## src/rtl/scc_isa_pkg.sv

```systemverilog
// Shared SCC ISA definitions used by the fetch unit and the instruction decoder.
// Holds the opcode constants, the canonical NOP encoding, instruction field
// positions, the fetch FSM state enum and the next-PC select enum.
package scc_isa_pkg;

  localparam logic [6:0] OP_B     = 7'b1100000;
  localparam logic [6:0] OP_BCOND = 7'b1100001;
  localparam logic [6:0] OP_BR    = 7'b1100010;
  localparam logic [6:0] OP_NOP   = 7'b1100100;
  localparam logic [6:0] OP_HALT  = 7'b1101000;

  localparam logic [31:0] NOP_WORD = 32'hC800_0000;

  localparam int OPC_MSB = 31;
  localparam int OPC_LSB = 25;
  localparam int RA_MSB  = 24;
  localparam int RA_LSB  = 22;
  localparam int OFF_MSB = 15;
  localparam int OFF_LSB = 0;

  typedef enum logic [1:0] {
    ST_FETCH  = 2'd0,
    ST_WAIT   = 2'd1,
    ST_HOLD   = 2'd2,
    ST_HALTED = 2'd3
  } fetch_state_e;

  typedef enum logic [1:0] {
    NPC_KEEP = 2'd0,
    NPC_INC  = 2'd1,
    NPC_B    = 2'd2,
    NPC_BR   = 2'd3
  } npc_sel_e;

  function automatic logic [6:0] opcode_of(input logic [31:0] instr);
    return instr[OPC_MSB:OPC_LSB];
  endfunction

endpackage

```

## src/rtl/fetch_unit_if.sv

```systemverilog
// Fetch -> decode instruction handshake.
//   inst       : instruction word
//   inst_pc    : PC of inst
//   inst_valid : inst holds a valid instruction
//   inst_ready : decoder accepts inst
// master = fetch unit (producer), slave = decoder (consumer).
interface fetch_unit_if #(
  parameter int ADDR_W = 16
);
  logic [31:0]       inst;
  logic [ADDR_W-1:0] inst_pc;
  logic              inst_valid;
  logic              inst_ready;

  modport master (
    output inst,
    output inst_pc,
    output inst_valid,
    input  inst_ready
  );

  modport slave (
    input  inst,
    input  inst_pc,
    input  inst_valid,
    output inst_ready
  );
endinterface

```

## src/rtl/fetch_next_pc.sv

```systemverilog
// Combinational next-PC select for the fetch unit.
//   pc             : current PC
//   sel            : keep / increment / B target / BR target
//   b_offset       : 16-bit signed B displacement
//   br_target      : register value for BR
//   redirect_valid : execute-stage redirect, overrides sel
//   redirect_pc    : redirect target
//   next_pc        : selected PC; all arithmetic wraps modulo 2^ADDR_W
module fetch_next_pc
  import scc_isa_pkg::*;
#(
  parameter int ADDR_W = 16
) (
  input  logic [ADDR_W-1:0] pc,
  input  npc_sel_e          sel,
  input  logic [15:0]       b_offset,
  input  logic [ADDR_W-1:0] br_target,
  input  logic              redirect_valid,
  input  logic [ADDR_W-1:0] redirect_pc,
  output logic [ADDR_W-1:0] next_pc
);

  logic [ADDR_W-1:0] off_ext;

  // sign-extend (or truncate) the displacement to the PC width
  assign off_ext = ADDR_W'(signed'(b_offset));

  always_comb begin
    next_pc = pc;
    if (redirect_valid) begin
      next_pc = redirect_pc;
    end else begin
      case (sel)
        NPC_INC: next_pc = pc + ADDR_W'(1);
        NPC_B:   next_pc = pc + off_ext;
        NPC_BR:  next_pc = br_target;
        default: next_pc = pc;
      endcase
    end
  end

endmodule

```

## src/rtl/fetch_unit.sv

```systemverilog
// Instruction fetch stage of the single-issue SCC core.
// Reads instruction memory (1-cycle latency), resolves B/BR locally, stops on
// HALT and accepts execute-stage redirects. Feeds the decoder over fetch_unit_if.
//   clk, rst       : core clock, async active-high reset
//   imem_req/addr  : instruction memory read strobe / word address
//   imem_rdata     : read data, valid one cycle after imem_req
//   br_rd_addr/data: register-file read port used by BR
//   redirect_*     : PC redirect from execute
//   dec            : instruction handshake to the decoder (master side)
//   halted         : sticky HALT indication
//   fetch_count    : accepted-instruction count, present only when
//                    FETCH_PERF_CNT_EN is defined, otherwise tied to 0
//
// state     | meaning
// ----------+---------------------------------------------------
// FETCH     | issue imem read at pc
// WAIT      | decode response: B/BR/HALT handled here, others -> HOLD
// HOLD      | present inst to decoder until inst_ready
// HALTED    | absorbing; only rst exits
module fetch_unit
  import scc_isa_pkg::*;
#(
  parameter int                ADDR_W   = 16,
  parameter logic [ADDR_W-1:0] RESET_PC = '0
) (
  input  logic              clk,
  input  logic              rst,
  output logic              imem_req,
  output logic [ADDR_W-1:0] imem_addr,
  input  logic [31:0]       imem_rdata,
  output logic [2:0]        br_rd_addr,
  input  logic [31:0]       br_rd_data,
  input  logic              redirect_valid,
  input  logic [ADDR_W-1:0] redirect_pc,
  fetch_unit_if.master      dec,
  output logic              halted,
  output logic [31:0]       fetch_count
);

  fetch_state_e      state, state_next;
  logic [ADDR_W-1:0] pc, pc_next;
  logic [31:0]       inst_q;
  logic [ADDR_W-1:0] inst_pc_q;
  logic              inst_valid_q;
  logic              halted_q;
  npc_sel_e          sel;
  logic              capture;
  logic              set_halt;
  logic              redirect_take;
  logic              accept;
  logic [6:0]        opcode;
  logic              unused_br_bits;

  assign opcode         = opcode_of(imem_rdata);
  assign redirect_take  = redirect_valid && (state != ST_HALTED);
  assign accept         = inst_valid_q && dec.inst_ready;
  assign unused_br_bits = ^br_rd_data[31:ADDR_W];

  always_comb begin
    state_next = state;
    sel        = NPC_KEEP;
    capture    = 1'b0;
    set_halt   = 1'b0;
    imem_req   = 1'b0;
    br_rd_addr = 3'd0;
    case (state)
      ST_FETCH: begin
        // FETCH is the reset state; keep the strobe quiet while rst is held
        imem_req   = !rst;
        state_next = ST_WAIT;
      end
      ST_WAIT: begin
        br_rd_addr = imem_rdata[RA_MSB:RA_LSB];
        case (opcode)
          OP_B: begin
            sel        = NPC_B;
            state_next = ST_FETCH;
          end
          OP_BR: begin
            sel        = NPC_BR;
            state_next = ST_FETCH;
          end
          OP_HALT: begin
            set_halt   = 1'b1;
            state_next = ST_HALTED;
          end
          default: begin
            capture    = 1'b1;
            sel        = NPC_INC;
            state_next = ST_HOLD;
          end
        endcase
      end
      ST_HOLD: begin
        if (dec.inst_ready) state_next = ST_FETCH;
      end
      ST_HALTED: begin
        state_next = ST_HALTED;
      end
      default: state_next = ST_FETCH;
    endcase
    // redirect discards whatever the current state was doing
    if (redirect_take) begin
      state_next = ST_FETCH;
      capture    = 1'b0;
      set_halt   = 1'b0;
    end
  end

  fetch_next_pc #(.ADDR_W(ADDR_W)) u_next_pc (
    .pc             (pc),
    .sel            (sel),
    .b_offset       (imem_rdata[OFF_MSB:OFF_LSB]),
    .br_target      (br_rd_data[ADDR_W-1:0]),
    .redirect_valid (redirect_take),
    .redirect_pc    (redirect_pc),
    .next_pc        (pc_next)
  );

  always_ff @(posedge clk or posedge rst) begin
    if (rst) begin
      state        <= ST_FETCH;
      pc           <= RESET_PC;
      inst_q       <= NOP_WORD;
      inst_pc_q    <= '0;
      inst_valid_q <= 1'b0;
      halted_q     <= 1'b0;
    end else begin
      state <= state_next;
      pc    <= pc_next;
      if (capture) begin
        inst_q    <= imem_rdata;
        inst_pc_q <= pc;
      end
      if (capture) begin
        inst_valid_q <= 1'b1;
      end else if (redirect_take || accept) begin
        inst_valid_q <= 1'b0;
      end
      if (set_halt) halted_q <= 1'b1;
    end
  end

`ifdef FETCH_PERF_CNT_EN
  logic [31:0] count_q;

  always_ff @(posedge clk or posedge rst) begin
    if (rst) begin
      count_q <= '0;
    end else if (accept && (count_q != 32'hFFFF_FFFF)) begin
      count_q <= count_q + 32'd1;
    end
  end

  assign fetch_count = count_q;
`else
  assign fetch_count = 32'd0;
`endif

  assign imem_addr      = pc;
  assign dec.inst       = inst_q;
  assign dec.inst_pc    = inst_pc_q;
  assign dec.inst_valid = inst_valid_q;
  assign halted         = halted_q;

endmodule

```

## src/flat_wrapper.sv

```systemverilog
// flat-port wrapper written by rule: the top's interface ports become plain ports
module fetch_unit_flat import scc_isa_pkg::*;
#(
  parameter int                ADDR_W   = 16,
  parameter logic [ADDR_W-1:0] RESET_PC = '0
)
  (clk, rst, imem_req, imem_addr, imem_rdata, br_rd_addr, br_rd_data, redirect_valid, redirect_pc, halted, fetch_count, dec_inst, dec_inst_pc, dec_inst_valid, dec_inst_ready);
  fetch_unit_if #(.ADDR_W(ADDR_W)) dec_i ();
  input  logic clk;
  input  logic rst;
  output logic imem_req;
  output logic [ADDR_W-1:0] imem_addr;
  input  logic [31:0] imem_rdata;
  output logic [2:0] br_rd_addr;
  input  logic [31:0] br_rd_data;
  input  logic redirect_valid;
  input  logic [ADDR_W-1:0] redirect_pc;
  output logic halted;
  output logic [31:0] fetch_count;
  output wire logic [$bits(dec_i.inst)-1:0] dec_inst;
  output wire logic [$bits(dec_i.inst_pc)-1:0] dec_inst_pc;
  output wire logic [$bits(dec_i.inst_valid)-1:0] dec_inst_valid;
  input wire logic [$bits(dec_i.inst_ready)-1:0] dec_inst_ready;
  assign dec_inst = dec_i.inst;
  assign dec_inst_pc = dec_i.inst_pc;
  assign dec_inst_valid = dec_i.inst_valid;
  assign dec_i.inst_ready = dec_inst_ready;
  fetch_unit #(.ADDR_W(ADDR_W), .RESET_PC(RESET_PC)) u_core (.clk(clk), .rst(rst), .imem_req(imem_req), .imem_addr(imem_addr), .imem_rdata(imem_rdata), .br_rd_addr(br_rd_addr), .br_rd_data(br_rd_data), .redirect_valid(redirect_valid), .redirect_pc(redirect_pc), .dec(dec_i), .halted(halted), .fetch_count(fetch_count));
endmodule
```

## config.mk

```make
export PLATFORM = sky130hd
export DESIGN_NAME = fetch_unit_flat
export DESIGN_NICKNAME = d
export VERILOG_FILES = /design/src/rtl/scc_isa_pkg.sv /design/src/rtl/fetch_unit_if.sv /design/src/rtl/fetch_next_pc.sv /design/src/rtl/fetch_unit.sv /design/src/flat_wrapper.sv
export SDC_FILE = /design/constraint.sdc
export NUM_CORES = 1
export LEC_CHECK = 0
export ABC_AREA = 1
export CORE_UTILIZATION = 38
export CTS_BUF_LIST = sky130_fd_sc_hd__clkbuf_8
export DETAILED_ROUTE_END_ITERATION = 8
export PLACE_DENSITY = 0.84
export SLEW_MARGIN = 20
export SYNTH_ARGS = -nofsm -noshare
export SYNTH_HDL_FRONTEND = slang
export SYNTH_HIERARCHICAL = 1
export SYNTH_SLANG_ARGS = --single-unit
```

## constraint.sdc

```tcl
create_clock -name clk -period 3.8 [get_ports clk]
set_input_delay 0.57 -clock clk [delete_from_list [all_inputs] [get_ports clk]]
set_output_delay 0.57 -clock clk [all_outputs]
set_load 0.01 [all_outputs]
```

==> Word level (Yosys, flattened, before mapping) <==
Cells that the tools add are included.
{ "totals": {"ramBits": 0, "ff_bits": 68, "mem_count": 0, "output_inout_bits": 102, "latch_bits": 0, "mem_bits_ro": 0} }
{ "op_classes": {"n_bitwise": 0, "multipliers": 0, "reduce_logical": 9, "n_addsub": 2, "shifts": 0, "n_mux": 18, "order_cmp": 0, "div": 0, "eq_ne": 11} }
{ "op_table": {"columns": ["operator", "count"], "rows": [
  ["$pmux W16 S3", 1],
  ["$eq A7 B7 Y1 const B", 3],
  ["$add A16 B1 Y16 const B", 1],
  ["$add A16 B16 Y16", 1],
  ["$mux W16", 1],
  ["$mux W1", 9],
  ["$eq A2 B2 Y1 const B", 4],
  ["$pmux W2 S4", 1],
  ["$mux W2", 3],
  ["$pmux W2 S3", 1],
  ["$eq A2 B1 Y1 const B", 2],
  ["$pmux W2 S2", 1],
  ["$reduce_bool A4 Y1", 1],
  ["$mux W3", 1],
  ["$ne A3 B2 Y1 const B", 1],
  ["$reduce_or A3 Y1", 1],
  ["$logic_and A1 B1 Y1", 2],
  ["$logic_not A2 Y1", 1],
  ["$ne A2 B2 Y1 const B", 1],
  ["$reduce_bool A2 Y1", 1],
  ["$reduce_or A2 Y1", 1],
  ["$logic_not A1 Y1", 1],
  ["$logic_or A1 B1 Y1", 1]
]} }

==> Longest topological paths before layout <==
Gate-level depths: netlist of the first run.
{ "depth": {"depth_word": 6, "ltp_mapped": 24, "depth_no_buf": 22} }

==> Hierarchy <==
The synthesis of the first run kept the hierarchy.
{ "by_module_without_submodules": {"columns": ["mod", "area_per_inst_um2", "cells_per_inst", "instances"], "rows": [
  ["fetch_unit", 2854.0, 306, 1],
  ["fetch_next_pc", 1600.3, 338, 1]
]} }

==> Worst setup path before layout of the first run <==
Ideal clock, no wire load.
{ "synth_path": {"kind": "in2reg", "startpoint": "in imem_rdata[31]", "endpoint": "reg u_core.pc[4] (netlist: u_core/imem_addr[4])", "slack_ps": 636, "arrival_ps": 3028, "setup_time_ps": 136, "required_time_ps": 3664, "stages": 22, "n_path_buf": 3, "cell_sequence": "nand2_1 > nor2_2 > o211ai_2 > buf_2 > nor2_1 > nor2_1 > inv_1 > ha_1 > clkbuf_2 > clkbuf_1 > nand2_1 > ha_1 > inv_1 > fa_1 > inv_1 > nand3_1 > nand3_1 > or2_2 > nand3_1 > nand2_1 > o21ai_0 > o21ai_0"} }
{ "synth_via": {"elab_chain_cells": 6} }
{ "synth_lines": {"columns": ["element", "line_no", "source"], "rows": [
  ["from (decl)", "flat_wrapper.sv:13", "input logic [31:0] imem_rdata;"],
  ["$eq A7 B7 Y1", "fetch_unit.sv:74", "case (opcode)"],
  ["$pmux W2 S3 (*)", "fetch_unit.sv:74", null],
  ["$mux W2 (*)", "fetch_unit.sv:66", "case (state)"],
  ["via u_core.sel[0]", "fetch_unit.sv:46", "npc_sel_e sel;"],
  ["$eq A2 B2 Y1 or $eq A2 B1 Y1 (tied branches)", "fetch_next_pc.sv:33", "case (sel)"],
  ["$pmux W16 S3 (*)", "fetch_next_pc.sv:33", null],
  ["$mux W16 (*)", "fetch_next_pc.sv:30", "if (redirect_valid) begin"],
  ["via u_core.pc_next[4]", "fetch_unit.sv:41", "logic [ADDR_W-1:0] pc, pc_next;"],
  ["to (signal assigned)", "fetch_unit.sv:130", "pc <= pc_next;"],
  ["to (decl)", "fetch_unit.sv:41", null]
]} }
Mark *: on every way through the listed nets, which the timed path passes. The rest lies on a longest branch.
A chain may end at the register's enable or synchronous reset.

==> Worst setup path in the final report of the first run <==
{ "layout_path": {"startpoint": "in imem_rdata[31]", "endpoint": "reg u_core.pc[8] (netlist: u_core/imem_addr[8])"} }
The elaborated chain is that of the path after synthesis.

==> out/metrics.yaml, run 1 <==
required_ns: 4.09
yosysWarnings: 6
postCtsSetupBuffers: 0
crit_cells: 22
cp-startpoint: "imem_rdata[31]"
numCtsBuffers: 9
portBuffers: 137
synth.distinct_cells: 33
diodes: 0
row_count: 39
synth_seq_cells: 68
grt_pass1_vias: 3972
ant_nets: 0
path_max_fanout: 4
placedCellCount: 904
cap_violations: 0
ir_drop_uv: 291.9
rsz0062_at_grt: "false"
cts_tree: "built"
layout_commonest_cell: "nand2_1"
power.density_nw_per_um2: 610.8
skew_ns: 0.007623
r2r_slack_ns: 0.91
avgViaCountPerCell: 4.801
critPathBufInv: 4
grtUsageMet3_pct: 4.174
first_iter_violations: 357
vias: 4417
ios: 186
cp_top_family: "simple AND/OR/NAND/NOR gates"
hold_viol: 0
final.setup.tns_ns: 0
whs_path_depth: 2
final_cell_mix: "239 x nand2_1, 137 x clkdlybuf4s50_1, 78 x inv_1"
maxSlewViolCount: 0
synth_top_area_share_pct: 36.52
clk_latency_ns: 0.34
cp_slowest_cell: "clkdlybuf4s50_1"
netlist_instances: 644
dpl.hpwl_um: 9079
worst_slew_pin_slew_ns: 1.023
fp.coreArea_um2: 11420
timing.rr.start: "u_core/state[1]"
crit_top_cell: "nand2_1"
fin_crit_sh_pct: 87.54
finalNonFillerCells: 920
setup_violations: 0
gp_congestion: 0.9100
synth.cell_area_um2: 4454
cp-start-kind: "input pin"
grt_max_degree: 50
slew_headroom_pct: 31.74
end_kind: "flop"
syn_area_per_cell_um2: 6.917
drc: 0
crit_path_max_incr_delay_ns: 0.48
ff2ff_path_depth: 18
wl_per_cell_um: 13.52
power_leakage_nw: 3.211
clk_pin_slew_ns: 0.07
r2r_end: "u_core/imem_addr[8]"
grtUsageTotal_pct: 20.67
die_y_um: 110.3
yosysTopAreaCell: "dfrtp_1"
gr-total-overflow: 0
dieArea_um2: 12160
use_met2_pct: 33.50
final_area_um2: 5984
arrival_ns: 3.61
cts_max_level: 3
ctsHoldBuffers: 0
dr.pass1.iters: 6
totalWireLength_um: 12440
fp.dieW_um: 110.3
synth.area.top_cells: "dfrtp_1 37%, nand2_1 20%, nand3_1 8.0%"
area_growth_pct: 34.35
use_met1_pct: 27.57
max_freq_ghz: 0.3006
fin_nets: 875
hold_path_class: "reg2reg"
crit_chain: "clkdlybuf4s50_1 > nand2_1 > nor2_2 > nand3_1 > nor2_1 > nor2_1 > nor2_1 > inv_1 > ha_1 > nand2_1 > ha_1 > inv_1 > fa_1 > inv_1 > nand3_1 > nand3_1 > nand2_1 > nand3_1 > nor2_1 > o21ai_0 > nand2_1 > nand2_1"
status: "finished, final reports clean"
grt_pass1_wl_um: 19350
worstSetupEndpoint: "u_core/imem_addr[8]"
critPathKind: "in2reg"
grt.busiest_layer: "met2"
grt_antenna_before_repair: 0
dpl-instance-area_um2: 5797
drive_above_1_share_pct: 4.376
cts_sinks: 68
start_util_pct: 39.01
ys_seq_area_share_pct: 38.29
hold_start: "u_core/dec.inst[27]"
clock-root-buffer: "clkbuf_8"
cts_resized: 0
fin_crit_ns: 3.326
clk_path_buf_depth: 2
## worst min-delay path, cell delays in order (launching register included)
cell and delay, ns:
dfstp_2 0.37, nand2_1 0.05, nand2_1 0.04
## metal layers
layer	up-vias	wire (um)
met5	-	0
met4	0	150
met3	13	924
met2	174	5859
met1	2032	5504
li1	2198	-
## how the worst min path moves through the flow
stage / to / slack [ns]
after floorplan: u_core/dec.inst[31] / 0.47
after global placement: u_core/dec.inst[27] / 0.45
after detailed placement: u_core/dec.inst[27] / 0.45
after CTS: u_core/dec.inst[27] / 0.47
after global routing: u_core/dec.inst[27] / 0.48
final: u_core/dec.inst[27] / 0.46
## cell type report
cell class | count | area, um2
repair buffers | 144 | 1424
inverters | 75 | 281.5
fillers | 1107 | 5434
clock buffers | 10 | 137.6
flip-flops and latches | 68 | 1705
multi-input cells | 474 | 2207
clock inverters | 6 | 50.05
well taps | 143 | 178.9
## cell families after synthesis
kind of cell | synth area share [%]
AO/OA/AOI/OAI | 6.629
XOR/XNOR | 0.1967
adder cells (fa/ha/maj) | 5.506
buffers and inverters | 15.06
flip-flops | 38.29
other | 0.08419
AND/OR/NAND/NOR | 34.24
## state kept, by name, summed over array words and instances (netlist names)
signal,cells
u_core/state,2
u_core/dec.inst_valid,1
u_core/halted,1
u_core/dec.inst,32
u_core/dec.inst_pc,16
u_core/imem_addr,16
## per-stage QoR
step                      power (mW)  utilization, %  hold WS, ns  setup WS [ns]
after floorplan                2.188               -       0.4676         0.6359
after global placement         3.033           50.77       0.4516         0.2659
after detailed placement       3.080           50.77       0.4547         0.1870
after CTS                      3.677           52.41       0.4650         0.5547
after global routing           3.943           52.41       0.4788         0.2624
final                          3.655           52.41       0.4641         0.4736
## report_power, final
| group | leakage (nW) | internal, mW | switching (mW) |
|---|---|---|---|
| sequential | 0.839 | 1.05 | 0.223 |
| clock | 0.111 | 0.311 | 0.271 |
| combinational | 2.26 | 0.900 | 0.902 |
## synth_stat cells
cell,n
a22o_1,1
fa_1,1
dfrtp_1,65
inv_1,75
nand4_1,2
clkbuf_1,6
a21o_1,2
buf_2,10
nor2_4,1
or2_4,1
ha_1,18
buf_6,1
o211ai_2,1
o21ai_1,1
nor2_2,1
o21bai_1,1
xor2_1,1
nor2_1,41
a21oi_1,32
clkbuf_2,1
nand2_1,239
buf_4,40
nand3b_1,2
a211oi_1,1
or2_2,1
o2bb2ai_1,1
dfstp_2,3
nand3_2,2
nand3_1,71
o21ai_0,14
conb_1,1
nand2_2,3
nor3_1,4
Note: power is estimated with default switching activity, not from simulation.
==> inputs of run 2 (changes only) <==
--- a/config.mk
+++ b/config.mk
@@ -8,9 +8,9 @@
 export ABC_AREA = 1
 export CORE_UTILIZATION = 38
 export CTS_BUF_LIST = sky130_fd_sc_hd__clkbuf_8
+export CTS_CLUSTER_SIZE = 14
 export DETAILED_ROUTE_END_ITERATION = 8
 export PLACE_DENSITY = 0.84
-export SLEW_MARGIN = 20
 export SYNTH_ARGS = -nofsm -noshare
 export SYNTH_HDL_FRONTEND = slang
 export SYNTH_HIERARCHICAL = 1
==> constraint.sdc (replaced) <==
create_clock -name clk -period 4 [get_ports clk]
set_input_delay 0.6 -clock clk [delete_from_list [all_inputs] [get_ports clk]]
set_output_delay 0.6 -clock clk [all_outputs]
set_load 0.01 [all_outputs]
==> run 2 against run 1 <==
Net effect:
- power decreased by 5.5%
- sequential cell count unchanged
- worst hold slack improved by 0.0030 ns
- first-iteration DRC count decreased by 9.8%
- register-to-register slack improved by 0.25 ns
- cell count decreased by 0.11%
- global-route usage decreased by 0.28 points
- largest power group unchanged
- highest routed layer unchanged
==> out/metrics.yaml, run 2 (synthesized netlist as in run 1, its figures left out) <==
hold_viol: 0  # unchanged
critPathBufInv: 5  # was 4
avgViaCountPerCell: 4.808  # was 4.801
multi_input_area_um2: 2207  # unchanged
gp_congestion: 0.8884  # was 0.9100
slew_headroom_pct: 31.55  # was 31.74%
sw_frac_of_total_pct: 38.34  # was 38.20%
clk_pin_slew_ns: 0.08  # was 0.07 ns
power.net_switching_mw: 1.324  # was 1.396 mW
worst_slew_pin_slew_ns: 1.025  # was 1.023 ns
fp.dieW_um: 110.3  # unchanged
power.density_nw_per_um2: 578.5  # was 610.8 nW/um2
wl_per_cell_um: 13.36  # was 13.52 um
r2r_slack_ns: 1.16  # was 0.91 ns
dpl.hpwl_um: 9054  # was 9079 um
rsz0062_at_grt: "false"  # unchanged
ctsHoldBuffers: 0  # unchanged
worstSetupEndpoint: "u_core/imem_addr[13]"  # was u_core/imem_addr[8]
cts_sinks: 68  # unchanged
maxSlewViolCount: 0  # unchanged
seqCellArea_um2: 1705  # unchanged
dr.pass1.iters: 5  # was 6
placedCellCount: 903  # was 904
cp-startpoint: "imem_rdata[31]"  # unchanged
grt_max_degree: 50  # unchanged
finalNonFillerCells: 919  # was 920
arrival_ns: 3.69  # was 3.61 ns
start_util_pct: 39.01  # unchanged
postCtsSetupBuffers: 0  # unchanged
max_freq_ghz: 0.2911
grt_pass1_vias: 3959  # was 3972
ir_drop_uv: 309.3  # was 291.9 uV
largest_register_ffs: 32  # unchanged
grt_pass1_wl_um: 19040  # was 19350 um
cp_slowest_cell: "clkdlybuf4s50_1"  # unchanged
layout_commonest_cell: "nand2_1"  # unchanged
setup_violations: 0  # unchanged
area_growth_pct: 33.99  # was 34.35%
status: "finished, final reports clean"  # unchanged
gr-total-overflow: 0  # unchanged
clk_latency_ns: 0.35  # was 0.34 ns
required_ns: 4.25  # was 4.09 ns
final.setup.tns_ns: 0  # unchanged
fillers: 1090  # was 1107
timing.rr.start: "u_core/state[1]"  # unchanged
final_cell_mix: "239 x nand2_1, 137 x clkdlybuf4s50_1, 78 x inv_1"  # unchanged
ant_nets: 0  # unchanged
fin_crit_sh_pct: 85.87
power_leakage_nw: 3.203  # was 3.211 nW
cts_tree: "built"  # unchanged
r2r_end: "u_core/imem_addr[13]"  # was u_core/imem_addr[8]
drc: 0  # unchanged
totalWireLength_um: 12280  # was 12440 um
fin_hold_ws_ns: 0.4671  # was 0.4641 ns
row_count: 39  # unchanged
cts_max_level: 3  # unchanged
ff2ff_path_depth: 19  # was 18
cp-start-kind: "input pin"  # unchanged
first_iter_violations: 322  # was 357
path_max_fanout: 15  # was 4
hold_path_class: "reg2reg"  # unchanged
fin_nets: 874  # was 875
final_area_um2: 5968  # was 5984 um2
end_kind: "flop"  # unchanged
clk_path_buf_depth: 2  # unchanged
skew_ns: 0.01340  # was 0.007623 ns
comb_power_share_pct: 49.6  # was 49.3%
crit_chain: "clkdlybuf4s50_1 > nand2_1 > nor2_2 > nand3_1 > nor2_1 > nor2_1 > nor2_1 > inv_1 > ha_1 > buf_4 > nand2_1 > inv_1 > ha_1 > nand2_1 > inv_1 > nand2_1 > nand2_1 > a21oi_1 > nand3_1 > nand3_1 > nand2_1 > nand2_1 > nand2_1"  # was clkdlybuf4s50_1 > nand2_1 > nor2_2 > nand3_1 > nor2_1 > nor2_1 > nor2_1 > inv_1 > ha_1 > nand2_1 > ha_1 > inv_1 > fa_1 > inv_1 > nand3_1 > nand3_1 > nand2_1 > nand3_1 > nor2_1 > o21ai_0 > nand2_1 > nand2_1
grtUsageTotal_pct: 20.40  # was 20.67%
crit_top_cell: "nand2_1"  # unchanged
portBuffers: 137  # unchanged
ios: 186  # unchanged
vias: 4419  # was 4417
crit_path_max_incr_delay_ns: 0.48  # about the same
power.total_mw: 3.452  # was 3.655 mW
cts_resized: 0  # unchanged
fin_crit_ns: 3.435
drive_above_1_share_pct: 4.253  # was 4.376%
clock-root-buffer: "clkbuf_8"  # unchanged
die_y_um: 110.3  # unchanged
dpl-instance-area_um2: 5789  # was 5797 um2
pwr-share-clk_pct: 15.5  # was 15.9%
cp_top_family: "simple AND/OR/NAND/NOR gates"  # unchanged
cap_violations: 0  # unchanged
dpl_worst_slack_ns: 0.2190  # was 0.1870 ns
fp.coreArea_um2: 11420  # unchanged
finish.utilization_pct: 52.27  # was 52.41%
worst_slack_ns: 0.5651  # was 0.4736 ns
crit_cells: 23  # was 22
grt_antenna_before_repair: 0  # unchanged
numCtsBuffers: 9  # unchanged
dieArea_um2: 12160  # unchanged
internal_power_mw: 2.129  # was 2.259 mW
power_frac_seq_pct: 34.9  # was 34.8%
diodes: 0  # unchanged
critPathKind: "in2reg"  # unchanged
run 2: cell types whose count changed in the layout (fill, tap and decap cells not counted), sizes merged:
cell,change
clkinv,+1
buf,-1
clkbuf,-1
run 2: power by group through the flow:
stage / clock, mW / combinational [mW] / sequential, mW
final: 0.537 / 1.71 / 1.20
after global routing: 0.584 / 1.90 / 1.25
after CTS: 0.555 / 1.72 / 1.21
after detailed placement: 0 / 1.71 / 1.22
after global placement: 0 / 1.68 / 1.21
after floorplan: 0 / 0.754 / 1.32
run 2: worst min-delay path by stage:
stage | start | to | slack, ns | cells after the start
6_report | u_core/dec.inst[30] | u_core/dec.inst[30] | 0.47 | 2
5_1_grt | u_core/dec.inst[30] | u_core/dec.inst[30] | 0.48 | 2
4_1_cts | u_core/dec.inst[30] | u_core/dec.inst[30] | 0.47 | 2
3_5_place_dp | u_core/dec.inst[30] | u_core/dec.inst[30] | 0.46 | 2
3_3_place_gp | u_core/dec.inst[20] | u_core/dec.inst[20] | 0.45 | 2
2_1_floorplan | u_core/dec.inst[31] | u_core/dec.inst[31] | 0.47 | 2
run 2: worst register-to-register path, stage by stage, from the launching register on:
cell and delay (ns):
dfrtp_1 0.43, inv_1 0.10, nand2_2 0.12, nor2_1 0.20, inv_1 0.09, ha_1 0.21
buf_4 0.18, nand2_1 0.08, inv_1 0.04, ha_1 0.35, nand2_1 0.18, inv_1 0.07
nand2_1 0.07, nand2_1 0.07, a21oi_1 0.19, nand3_1 0.10, nand3_1 0.11, nand2_1 0.06
nand2_1 0.06, nand2_1 0.04
run 2: layout make-up:
type / count / area share [%]
repair buffers: 143 / 23.73
well taps: 143 / 2.998
inverters: 75 / 4.717
multi-input cells: 474 / 36.98
clock buffers: 9 / 2.075
clock inverters: 7 / 0.9224
flip-flops and latches: 68 / 28.57
run 2: layer usage:
metal	vias to the layer above	wire length, um	track usage [%]
met1	2034	5498	26.87
li1	2208	-	-
met3	22	827	3.880
met5	-	0	0
met2	155	5677	33.19
met4	0	276	7.519
